`src/rtl/mem_access_unit.sv`:
```
// Load/store sequencer between the MMU and the RAM/IO bus: latch, translate, access, complete.
// Optional bus-ack timeout is enabled by defining MEM_ACCESS_TIMEOUT_EN.
module mem_access_unit #(
    parameter int TIMEOUT_CYCLES = 255,
    parameter int CNT_WIDTH      = 8
) (
    input  logic        clk,
    input  logic        res,
    input  logic        req,
    input  logic        req_write,
    input  logic [1:0]  req_size,
    input  logic        req_signed,
    input  logic [31:0] req_wdata,
    output logic        busy,
    output logic        done,
    output logic [31:0] rdata,
    output logic        exc_valid,
    output logic [2:0]  exc_code,
    output logic        mmu_addrValid,
    output logic [1:0]  mmu_accessType,
    input  logic [31:0] mmu_pAddr,
    input  logic        mmu_io,
    input  logic [1:0]  mmu_exc,
    output logic [31:0] bus_addr,
    output logic [31:0] bus_wdata,
    output logic [3:0]  bus_be,
    output logic        bus_we,
    output logic        ram_cs,
    output logic        io_cs,
    input  logic        bus_ack,
    input  logic [31:0] bus_rdata
);

    typedef enum logic [1:0] {
        S_IDLE   = 2'd0,
        S_XLATE  = 2'd1,
        S_ACCESS = 2'd2,
        S_DONE   = 2'd3
    } state_t;

    localparam logic [2:0] EXC_ADEL   = 3'd4;
    localparam logic [2:0] EXC_ADES   = 3'd5;
    localparam logic [2:0] EXC_BUSERR = 3'd6;

    if (CNT_WIDTH < $clog2(TIMEOUT_CYCLES + 1)) begin : g_cnt_check
        $error("CNT_WIDTH too small for TIMEOUT_CYCLES");
    end

    state_t      state_q, state_d;

    logic        wr_q;
    logic [1:0]  size_q;
    logic        sgn_q;
    logic [31:0] wdata_q;

    logic [1:0]  off_q, off_d;
    logic [31:0] bus_addr_q, bus_addr_d;
    logic [31:0] bus_wdata_q, bus_wdata_d;
    logic [3:0]  bus_be_q, bus_be_d;
    logic        bus_we_q, bus_we_d;
    logic        ram_cs_q, ram_cs_d;
    logic        io_cs_q, io_cs_d;
    logic [31:0] rdata_q, rdata_d;
    logic [2:0]  exc_code_q, exc_code_d;
    logic        fault_q, fault_d;

    logic        misaligned;
    logic        xlate_fault;
    logic [2:0]  xlate_code;
    logic        timeout;

`ifdef MEM_ACCESS_TIMEOUT_EN
    logic [CNT_WIDTH-1:0] cnt_q, cnt_d;
`endif

    function automatic logic [3:0] lane_be(input logic [1:0] sz, input logic [1:0] off);
        case (sz)
            2'd0:    lane_be = 4'b0001 << off;
            2'd1:    lane_be = 4'b0011 << off;
            default: lane_be = 4'b1111;
        endcase
    endfunction

    function automatic logic [31:0] lane_wdata(input logic [1:0] sz, input logic [31:0] wd);
        case (sz)
            2'd0:    lane_wdata = {4{wd[7:0]}};
            2'd1:    lane_wdata = {2{wd[15:0]}};
            default: lane_wdata = wd;
        endcase
    endfunction

    function automatic logic [31:0] extract(input logic [1:0] sz, input logic sg,
                                            input logic [1:0] off, input logic [31:0] rd);
        logic [31:0] sh;
        sh = rd >> {off, 3'b000};
        case (sz)
            2'd0:    extract = sg ? {{24{sh[7]}}, sh[7:0]} : {24'd0, sh[7:0]};
            2'd1:    extract = sg ? {{16{sh[15]}}, sh[15:0]} : {16'd0, sh[15:0]};
            default: extract = rd;
        endcase
    endfunction

    // Size 3 is handled as a word everywhere via size[1].
    assign misaligned  = ((size_q == 2'd1) && mmu_pAddr[0]) ||
                         (size_q[1] && (mmu_pAddr[1:0] != 2'b00));
    assign xlate_fault = (mmu_exc != 2'd0) || misaligned;
    assign xlate_code  = (mmu_exc != 2'd0) ? {1'b0, mmu_exc} :
                         (wr_q ? EXC_ADES : EXC_ADEL);

`ifdef MEM_ACCESS_TIMEOUT_EN
    assign timeout = !bus_ack && ((cnt_q + 1'b1) == CNT_WIDTH'(TIMEOUT_CYCLES));
`else
    assign timeout = 1'b0;
`endif

    always_ff @(posedge clk or negedge res) begin
        if (!res) begin
            state_q <= S_IDLE;
        end else begin
            state_q <= state_d;
        end
    end

    always_comb begin
        state_d = state_q;
        case (state_q)
            S_IDLE:   if (req) state_d = S_XLATE;
            S_XLATE:  state_d = xlate_fault ? S_DONE : S_ACCESS;
            S_ACCESS: if (bus_ack || timeout) state_d = S_DONE;
            S_DONE:   state_d = S_IDLE;
            default:  state_d = S_IDLE;
        endcase
    end

    always_comb begin
        busy           = (state_q != S_IDLE);
        done           = (state_q == S_DONE);
        exc_valid      = (state_q == S_DONE) && fault_q;
        mmu_addrValid  = (state_q == S_IDLE) && req;
        mmu_accessType = (state_q == S_IDLE) ? {1'b0, req_write} : 2'd0;

        off_d       = off_q;
        bus_addr_d  = bus_addr_q;
        bus_wdata_d = bus_wdata_q;
        bus_be_d    = bus_be_q;
        bus_we_d    = bus_we_q;
        ram_cs_d    = ram_cs_q;
        io_cs_d     = io_cs_q;
        rdata_d     = rdata_q;
        exc_code_d  = exc_code_q;
        fault_d     = fault_q;
`ifdef MEM_ACCESS_TIMEOUT_EN
        cnt_d       = cnt_q;
`endif

        case (state_q)
            S_IDLE: begin
                if (req) begin
                    rdata_d    = 32'd0;
                    exc_code_d = 3'd0;
                    fault_d    = 1'b0;
                end
            end
            S_XLATE: begin
                off_d = mmu_pAddr[1:0];
`ifdef MEM_ACCESS_TIMEOUT_EN
                cnt_d = '0;
`endif
                if (xlate_fault) begin
                    fault_d    = 1'b1;
                    exc_code_d = xlate_code;
                end else begin
                    bus_addr_d  = {mmu_pAddr[31:2], 2'b00};
                    bus_wdata_d = lane_wdata(size_q, wdata_q);
                    bus_be_d    = lane_be(size_q, mmu_pAddr[1:0]);
                    bus_we_d    = wr_q;
                    io_cs_d     = mmu_io;
                    ram_cs_d    = !mmu_io;
                end
            end
            S_ACCESS: begin
                if (bus_ack || timeout) begin
                    ram_cs_d = 1'b0;
                    io_cs_d  = 1'b0;
                    bus_we_d = 1'b0;
                    bus_be_d = 4'd0;
                end
                if (bus_ack) begin
                    rdata_d = wr_q ? 32'd0 : extract(size_q, sgn_q, off_q, bus_rdata);
                end else if (timeout) begin
                    rdata_d    = 32'd0;
                    fault_d    = 1'b1;
                    exc_code_d = EXC_BUSERR;
                end
`ifdef MEM_ACCESS_TIMEOUT_EN
                if (!bus_ack) cnt_d = cnt_q + 1'b1;
`endif
            end
            default: ;
        endcase
    end

    // Request fields only matter after acceptance, so they need no reset.
    always_ff @(posedge clk) begin
        if ((state_q == S_IDLE) && req) begin
            wr_q    <= req_write;
            size_q  <= req_size;
            sgn_q   <= req_signed;
            wdata_q <= req_wdata;
        end
    end

    always_ff @(posedge clk or negedge res) begin
        if (!res) begin
            off_q       <= 2'd0;
            bus_addr_q  <= 32'd0;
            bus_wdata_q <= 32'd0;
            bus_be_q    <= 4'd0;
            bus_we_q    <= 1'b0;
            ram_cs_q    <= 1'b0;
            io_cs_q     <= 1'b0;
            rdata_q     <= 32'd0;
            exc_code_q  <= 3'd0;
            fault_q     <= 1'b0;
`ifdef MEM_ACCESS_TIMEOUT_EN
            cnt_q       <= '0;
`endif
        end else begin
            off_q       <= off_d;
            bus_addr_q  <= bus_addr_d;
            bus_wdata_q <= bus_wdata_d;
            bus_be_q    <= bus_be_d;
            bus_we_q    <= bus_we_d;
            ram_cs_q    <= ram_cs_d;
            io_cs_q     <= io_cs_d;
            rdata_q     <= rdata_d;
            exc_code_q  <= exc_code_d;
            fault_q     <= fault_d;
`ifdef MEM_ACCESS_TIMEOUT_EN
            cnt_q       <= cnt_d;
`endif
        end
    end

    assign bus_addr  = bus_addr_q;
    assign bus_wdata = bus_wdata_q;
    assign bus_be    = bus_be_q;
    assign bus_we    = bus_we_q;
    assign ram_cs    = ram_cs_q;
    assign io_cs     = io_cs_q;
    assign rdata     = rdata_q;
    assign exc_code  = exc_code_q;

endmodule

```
`config.mk`:
```
export PLATFORM = sky130hd
export DESIGN_NAME = mem_access_unit
export DESIGN_NICKNAME = d
export VERILOG_FILES = /design/src/rtl/mem_access_unit.sv
export SDC_FILE = /design/constraint.sdc
export NUM_CORES = 1
export LEC_CHECK = 0
export CAP_MARGIN = 20
export CORE_UTILIZATION = 30
export CTS_BUF_LIST = sky130_fd_sc_hd__clkbuf_4 sky130_fd_sc_hd__clkbuf_8
export CTS_CLUSTER_SIZE = 40
export DETAILED_ROUTE_END_ITERATION = 7
export PLACE_DENSITY = 0.66
export SLEW_MARGIN = 20
export SYNTH_ARGS = -nofsm -noshare
export SYNTH_HDL_FRONTEND = slang
export SYNTH_SLANG_ARGS = --single-unit
```
`constraint.sdc`:
```
create_clock -name clk -period 1.9 [get_ports clk]
set_clock_uncertainty 0.05 [all_clocks]
set_input_delay 0.38 -clock clk [delete_from_list [all_inputs] [get_ports clk]]
set_output_delay 0.38 -clock clk [all_outputs]
set_load 0.02 [all_outputs]
```
==> reports/results.ini, run 1 <==
[layout]
layout.nets = 911
final_common_cell = clkdlybuf4s50_1
areaGrowthSynthToFinish_pct = 56.60
final_cells = 1082
design_area_sq_um = 9901
final_cell_mix = 117 x clkdlybuf4s50_1, 109 x dfrtp_1, 68 x buf_4
drive_gt1_share_pct = 23.03
diodes = 0
fillCellCount = 1855

[clock_tree]
numCtsBuffers = 17
cts_tree = built
cts_root_buf = clkbuf_8
cts.sinks = 145
clock_latency_ps = 450
h-tree-depth = 4
clkTransAtPathRegs_ps = 90
cts_buffer_depth = 2

[detailed_routing]
antenna_left = 0
drt_pre_antenna_iters = 6
num_vias = 5083
drc = 0
drt_iter0_markers = 174
routed_wl_um = 17990
routedWlPerCell_um = 16.63
drt-vias-per-instance = 4.698

[timing]
hold_viol = 0
min_period_ps = 1914
rsz0062_at_grt = true
tns_ps = -13.93
finalSetupViolCount = 1
fmax_mhz = 522.5
slew_violations = 0
worst_slew_pin_slew_ps = 500.7
maxSlewHeadroom_pct = 66.62
min_period_over_period_pct = 100.7
worst_slack_ps = -13.93

[hold_path]
min_path_type = input pin to async pin

[flow_run]
drv_cap = 0

[worst_setup_path]
end_kind = output pin
reg2regPathDepth = 7
r2r_slack_ps = 20
timing.rr.end = bus_addr[29]
cp.arrival_ps = 1480
crit_required_ps = 1470
reg2reg_from = state_q[1]
crit_fanout = 4
path_class = flop to output pin
worstSetupStartpointType = flop

[global_routing]
grt-ovfl-total = 0
grtUsageTotal_pct = 16.57
grt_pass1_wl_um = 27670
grt_pass1_vias = 5080
grt_max_degree = 44
antenna_found_initial = 0

[place]
place_ws_ps = -491.4
place_inst = 1035
placement.cell_area_sq_um = 9200
place.gp.congestion = 0.8206
dp_hpwl_um = 12590
io_buffers = 215

[synth]
ys_ff_latch = 145
synth-compound-area-share_pct = 12.21
ys.flop_type = dfrtp_1
synth.distinct_cells = 41
synth_top_family_by_area = multiplexers
synthCells = 517
synth-adder-area-share_pct = 0.9895
syn_area_sq_um = 6322
synth_xor_area_share_pct = 0
ys_seq_area_share_pct = 60.24
syn_avg_cell_area_sq_um = 12.23
yosys.area_share.simple_pct = 9.717
yosys_warnings = 0
synthArstFlopShare_pct = 75.17
synth_mux_area_share_pct = 13.24
synth_edf_count = 36

[die]
io_pins = 219
die-area_sq_um = 21660
die_y_um = 147.2
rows = 52
die_w_um = 147.2
initial_utilization_pct = 30.95
core-area_sq_um = 20430

[status]
status = finished, violations left
violations = setup timing

[pwr]
ir_worst_vdd_v = 0.0005965
powerDensity_nw_per_um2 = 1472
finalPower_mw = 14.57
leakage_nw = 4.879

## cells in the mapped netlist, drive strengths merged (2+ instances only)
cell type  instances  area, sq um
nand4              2        12.51
and3               2        12.51
o211ai             5        37.54
nand2b            11        68.82
and2               2        12.51
or2                7        43.79
mux2i             33        330.3
nand2             61        229.0
or3                7        43.79
buf               27        160.2
nand3              2        15.01
o31ai              6        45.04
mux2              43        484.2
nor2b              6        37.54
clkbuf             8        30.03
ha                 5        62.56
and4               2        22.52
a2bb2oi            2        17.52
dfrtp            109         2728
o21ai             45        225.2
nor2              20        75.07
inv                9        33.78
a22o               7        61.31
a21oi             32        160.2
nor3b              2        15.01
a221o             17        170.2
edfxtp            36         1081
## cell families after synthesis
group,count (synthesis)
mux,77
simple gates,126
compound gates,119
fa+ha+maj,5
flops,145
buf+inv,44
other cells,1
## what timing repair did
item	4_1_cts	5_1_grt
cloned	0	4
gates resized for setup	92	53
pin swaps	2	0
buffers inserted	4	9
endpoints found under the hold margin	26	0
setup endpoints to repair	74	119
hold buffers	1	0
## where the power goes
| part | internal [mW] | total (mW) | switching [mW] |
|---|---|---|---|
| Clock | 1.24 | 2.64 | 1.40 |
| Combinational | 3.35 | 6.91 | 3.56 |
| Sequential | 4.38 | 5.02 | 0.636 |
## critical path, stage by stage, from the launching register on
cell,delay [ps]
dfrtp_1,420
inv_2,100
ha_4,180
buf_6,110
and2_4,120
buf_6,100
## layout make-up
cell class / count / area, sq um / share of cell area [%]
Timing Repair Buffer: 296 / 2924 / 29.53
Inverter: 9 / 37.54 / 0.3791
Tap cell: 270 / 337.8 / 3.412
Clock inverter: 15 / 187.7 / 1.896
Clock buffer: 17 / 234.0 / 2.363
Multi-Input combinational cell: 330 / 2371 / 23.95
Sequential cell: 145 / 3809 / 38.47
## flip-flops by register name, summed over array words and instances (netlist names)
register / cells
fault_q: 1
off_q: 2
exc_code: 3
bus_be: 4
state_q: 2
bus_wdata: 32
bus_addr: 30
wdata_q: 32
ram_cs: 1
bus_we: 1
rdata: 32
wr_q: 1
size_q: 2
io_cs: 1
sgn_q: 1
## through the flow
stage / utilization (%) / hold slack [ps]
floorplan: - / 34.41
global placement: 45.03 / 293.0
detailed placement: 45.03 / 293.5
CTS: 47.24 / 322.3
global route: 48.46 / 362.5
finish: 48.46 / 357.4
## per-layer routing
| layer | vias to the layer above | GRT usage, % | share of wire [%] |
|---|---|---|---|
| li1 | 2426 | - | - |
| met2 | 196 | 26.75 | 47 |
| met3 | 12 | 5.528 | 7.5 |
| met1 | 2449 | 21.37 | 44 |
| met4 | 0 | 3.969 | 0.81 |
| met5 | - | 0 | 0 |
## worst max path at each step
stage / start / endpoint / slack (ps) / depth (start not counted)
2_1_floorplan: state_q[1] / rdata[12] / -30 / 9
3_3_place_gp: req / rdata[30] / -430 / 5
3_5_place_dp: req / rdata[27] / -490 / 5
4_1_cts: state_q[0] / mmu_addrValid / -40 / 5
5_1_grt: state_q[0] / mmu_addrValid / -80 / 5
6_report: state_q[0] / mmu_accessType[0] / -10 / 5
(Power assumes the default switching activity.)
==> run 2: changes to the inputs <==
- ABC_CLOCK_PERIOD_IN_PS: unset -> 1900
- CTS_BUF_LIST: sky130_fd_sc_hd__clkbuf_4 sky130_fd_sc_hd__clkbuf_8 -> sky130_fd_sc_hd__clkbuf_8
==> results of run 2 <==
The final DEF is identical to that of run 1; final timing and power are the same.
==> run 3: changes to the inputs <==
- CORE_ASPECT_RATIO: unset -> 1.75
==> run 3 against run 2 <==
  * The run ends with DRC, setup timing left
  * Routed wire length grew 12%
  * Sequential share of layout area down 0.52 points
  * Via count rose by 1.5%
  * Critical path depth did not move
  * Clock power about the same
  * Sequential power barely moved
  * Final cell count fell by 1.0%
  * Global-route usage grew 1.4 points
  * Fmax fell by 2.4%
  * Flip-flop and latch count did not move
  * Setup slack got worse by 47 ps
  * Critical path type unchanged
  * Critical endpoint unchanged
==> reports/results.ini, run 3 (same netlist as run 1, synthesis figures left out) <==
[flow_run]
drv_cap = 0

[timing]
slew_violations = 0
fmax_mhz = 509.9
hold_viol = 0
tns_ps = -351.8
min_period_ps = 1961
worst_slack_ps = -61.10
min_period_over_period_pct = 103.2
rsz0062_at_grt = true
finalSetupViolCount = 21

[pwr]
leakage_nw = 5.001
powerDensity_nw_per_um2 = 1467
ir_worst_vdd_v = 0.0008740
power_frac_clock_pct = 17.9
p_comb_share_pct = 48.1
swShare_pct = 37.83
switching_power_mw = 5.572
p_int_mw = 9.158
seqPwrFrac_pct = 34.1

[clock_tree]
cts_root_buf = clkbuf_8
cts_buffer_depth = 2
numCtsBuffers = 17
clock_latency_ps = 470
cts_tree = built
clkTransAtPathRegs_ps = 90
cts.sinks = 145
h-tree-depth = 4

[layout]
layout.nets = 922
design_area_sq_um = 10040
drive_gt1_share_pct = 24.30
areaGrowthSynthToFinish_pct = 58.78
final_core_util_pct = 49.06
final_common_cell = dfrtp_1
fillCellCount = 1846
final_cell_mix = 108 x dfrtp_1, 107 x clkdlybuf4s50_1, 71 x buf_4
diodes = 0

[global_routing]
grtUsageTotal_pct = 17.96
antenna_found_initial = 0
grt_pass1_vias = 5446
grt_max_degree = 44
grt_pass1_wl_um = 29390
grt-ovfl-total = 0

[detailed_routing]
drt-vias-per-instance = 4.816
antenna_left = 0
drt_pre_antenna_iters = 7
drt_iter0_markers = 255
routed_wl_um = 20190
drc = 15
routedWlPerCell_um = 18.85
num_vias = 5158

[die]
io_pins = 219
core-area_sq_um = 20460
die-area_sq_um = 21680
rows = 69
die_w_um = 111.7
initial_utilization_pct = 30.90
die_y_um = 194.0

[worst_setup_path]
crit_fanout = 4
path_class = flop to output pin
cp.arrival_ps = 1530
reg2reg_from = state_q[0]
crit_start = state_q[1]
worstSetupStartpointType = flop
crit_required_ps = 1470
end_kind = output pin

[place]
place.gp.congestion = 0.8330
placement.cell_area_sq_um = 9258
io_buffers = 215
dp_hpwl_um = 14040

[status]
status = finished, violations left
violations = DRC, setup timing

[hold_path]
min_path_type = input pin to async pin

-- run 3: changes by cell type in the layout (fill, tap and decap cells not counted), moves of 3 or more --
cell,previous run,this run
buf_4,68,71
clkdlybuf4s50_1,117,107
clkinvlp_4,1,4
dlygate4sd2_1,53,63
inv_6,6,3
inv_8,4,0
-- run 3: cell type report --
cell class / instances / area (sq um) / area share [%]
clock inverters: 13 / 157.7 / 1.570
inverters: 9 / 37.54 / 0.3739
multi-input cells: 331 / 2394 / 23.84
flip-flops and latches: 145 / 3810 / 37.95
clock buffers: 19 / 261.5 / 2.605
repair buffers: 306 / 3068 / 30.56
well taps: 248 / 310.3 / 3.091
-- run 3: path summary, 6_finish.rpt --
kind                                endpoint  slack [ps]  depth (start not counted)
setup / recovery           mmu_accessType[0]         -60                          5
hold / removal                 bus_wdata[26]         400                          3
setup reg to reg                bus_wdata[2]         -20                          6
hold reg to reg                bus_wdata[31]         430                          2
max in group asynchronous       bus_addr[16]         940                          3
min in group clk                  wdata_q[8]         410                          1
-- run 3: worst max-delay path, stage by stage (launching register included) --
cell and delay [ps]:
dfrtp_1 400, inv_2 110, ha_4 190, buf_6 120, and2_4 130, buf_6 110
-- run 3: stage by stage --
step | cells | hold WS, ps | setup slack [ps] | power (mW)
after floorplan | 519 | 34.41 | -31.05 | 8.632
after global placement | 1021 | 357.0 | -446.4 | 12.18
after detailed placement | 1021 | 356.7 | -501.5 | 12.29
after CTS | 1060 | 376.1 | -85.71 | 14.78
after global routing | 1071 | 374.3 | -130.7 | 15.58
final | 1071 | 402.8 | -61.10 | 14.73
-- run 3: per-layer routing --
metal | wire (um) | GRT usage [%]
met5 | 0 | 0
met4 | 651 | 8.609
met3 | 1181 | 5.033
met2 | 11290 | 33.29
met1 | 7066 | 18.21
-- run 3: power by group through the flow --
stage | registers, mW | clock network [mW] | logic [mW]
final | 5.02 | 2.63 | 7.08
after floorplan | 6.23 | 0 | 2.40
after global placement | 5.07 | 0 | 7.11
after CTS | 5.04 | 2.70 | 7.03
after detailed placement | 5.12 | 0 | 7.17
after global routing | 5.18 | 2.84 | 7.56
-- run 3: what timing repair did --
item / CTS / global route
pin swaps: 2 / 1
endpoints found under the setup margin: 137 / 128
setup buffers: 4 / 4
gates resized for setup: 101 / 57
endpoints found under the hold margin: 109 / 0
gates cloned: 2 / 8
hold buffers: 1 / 0
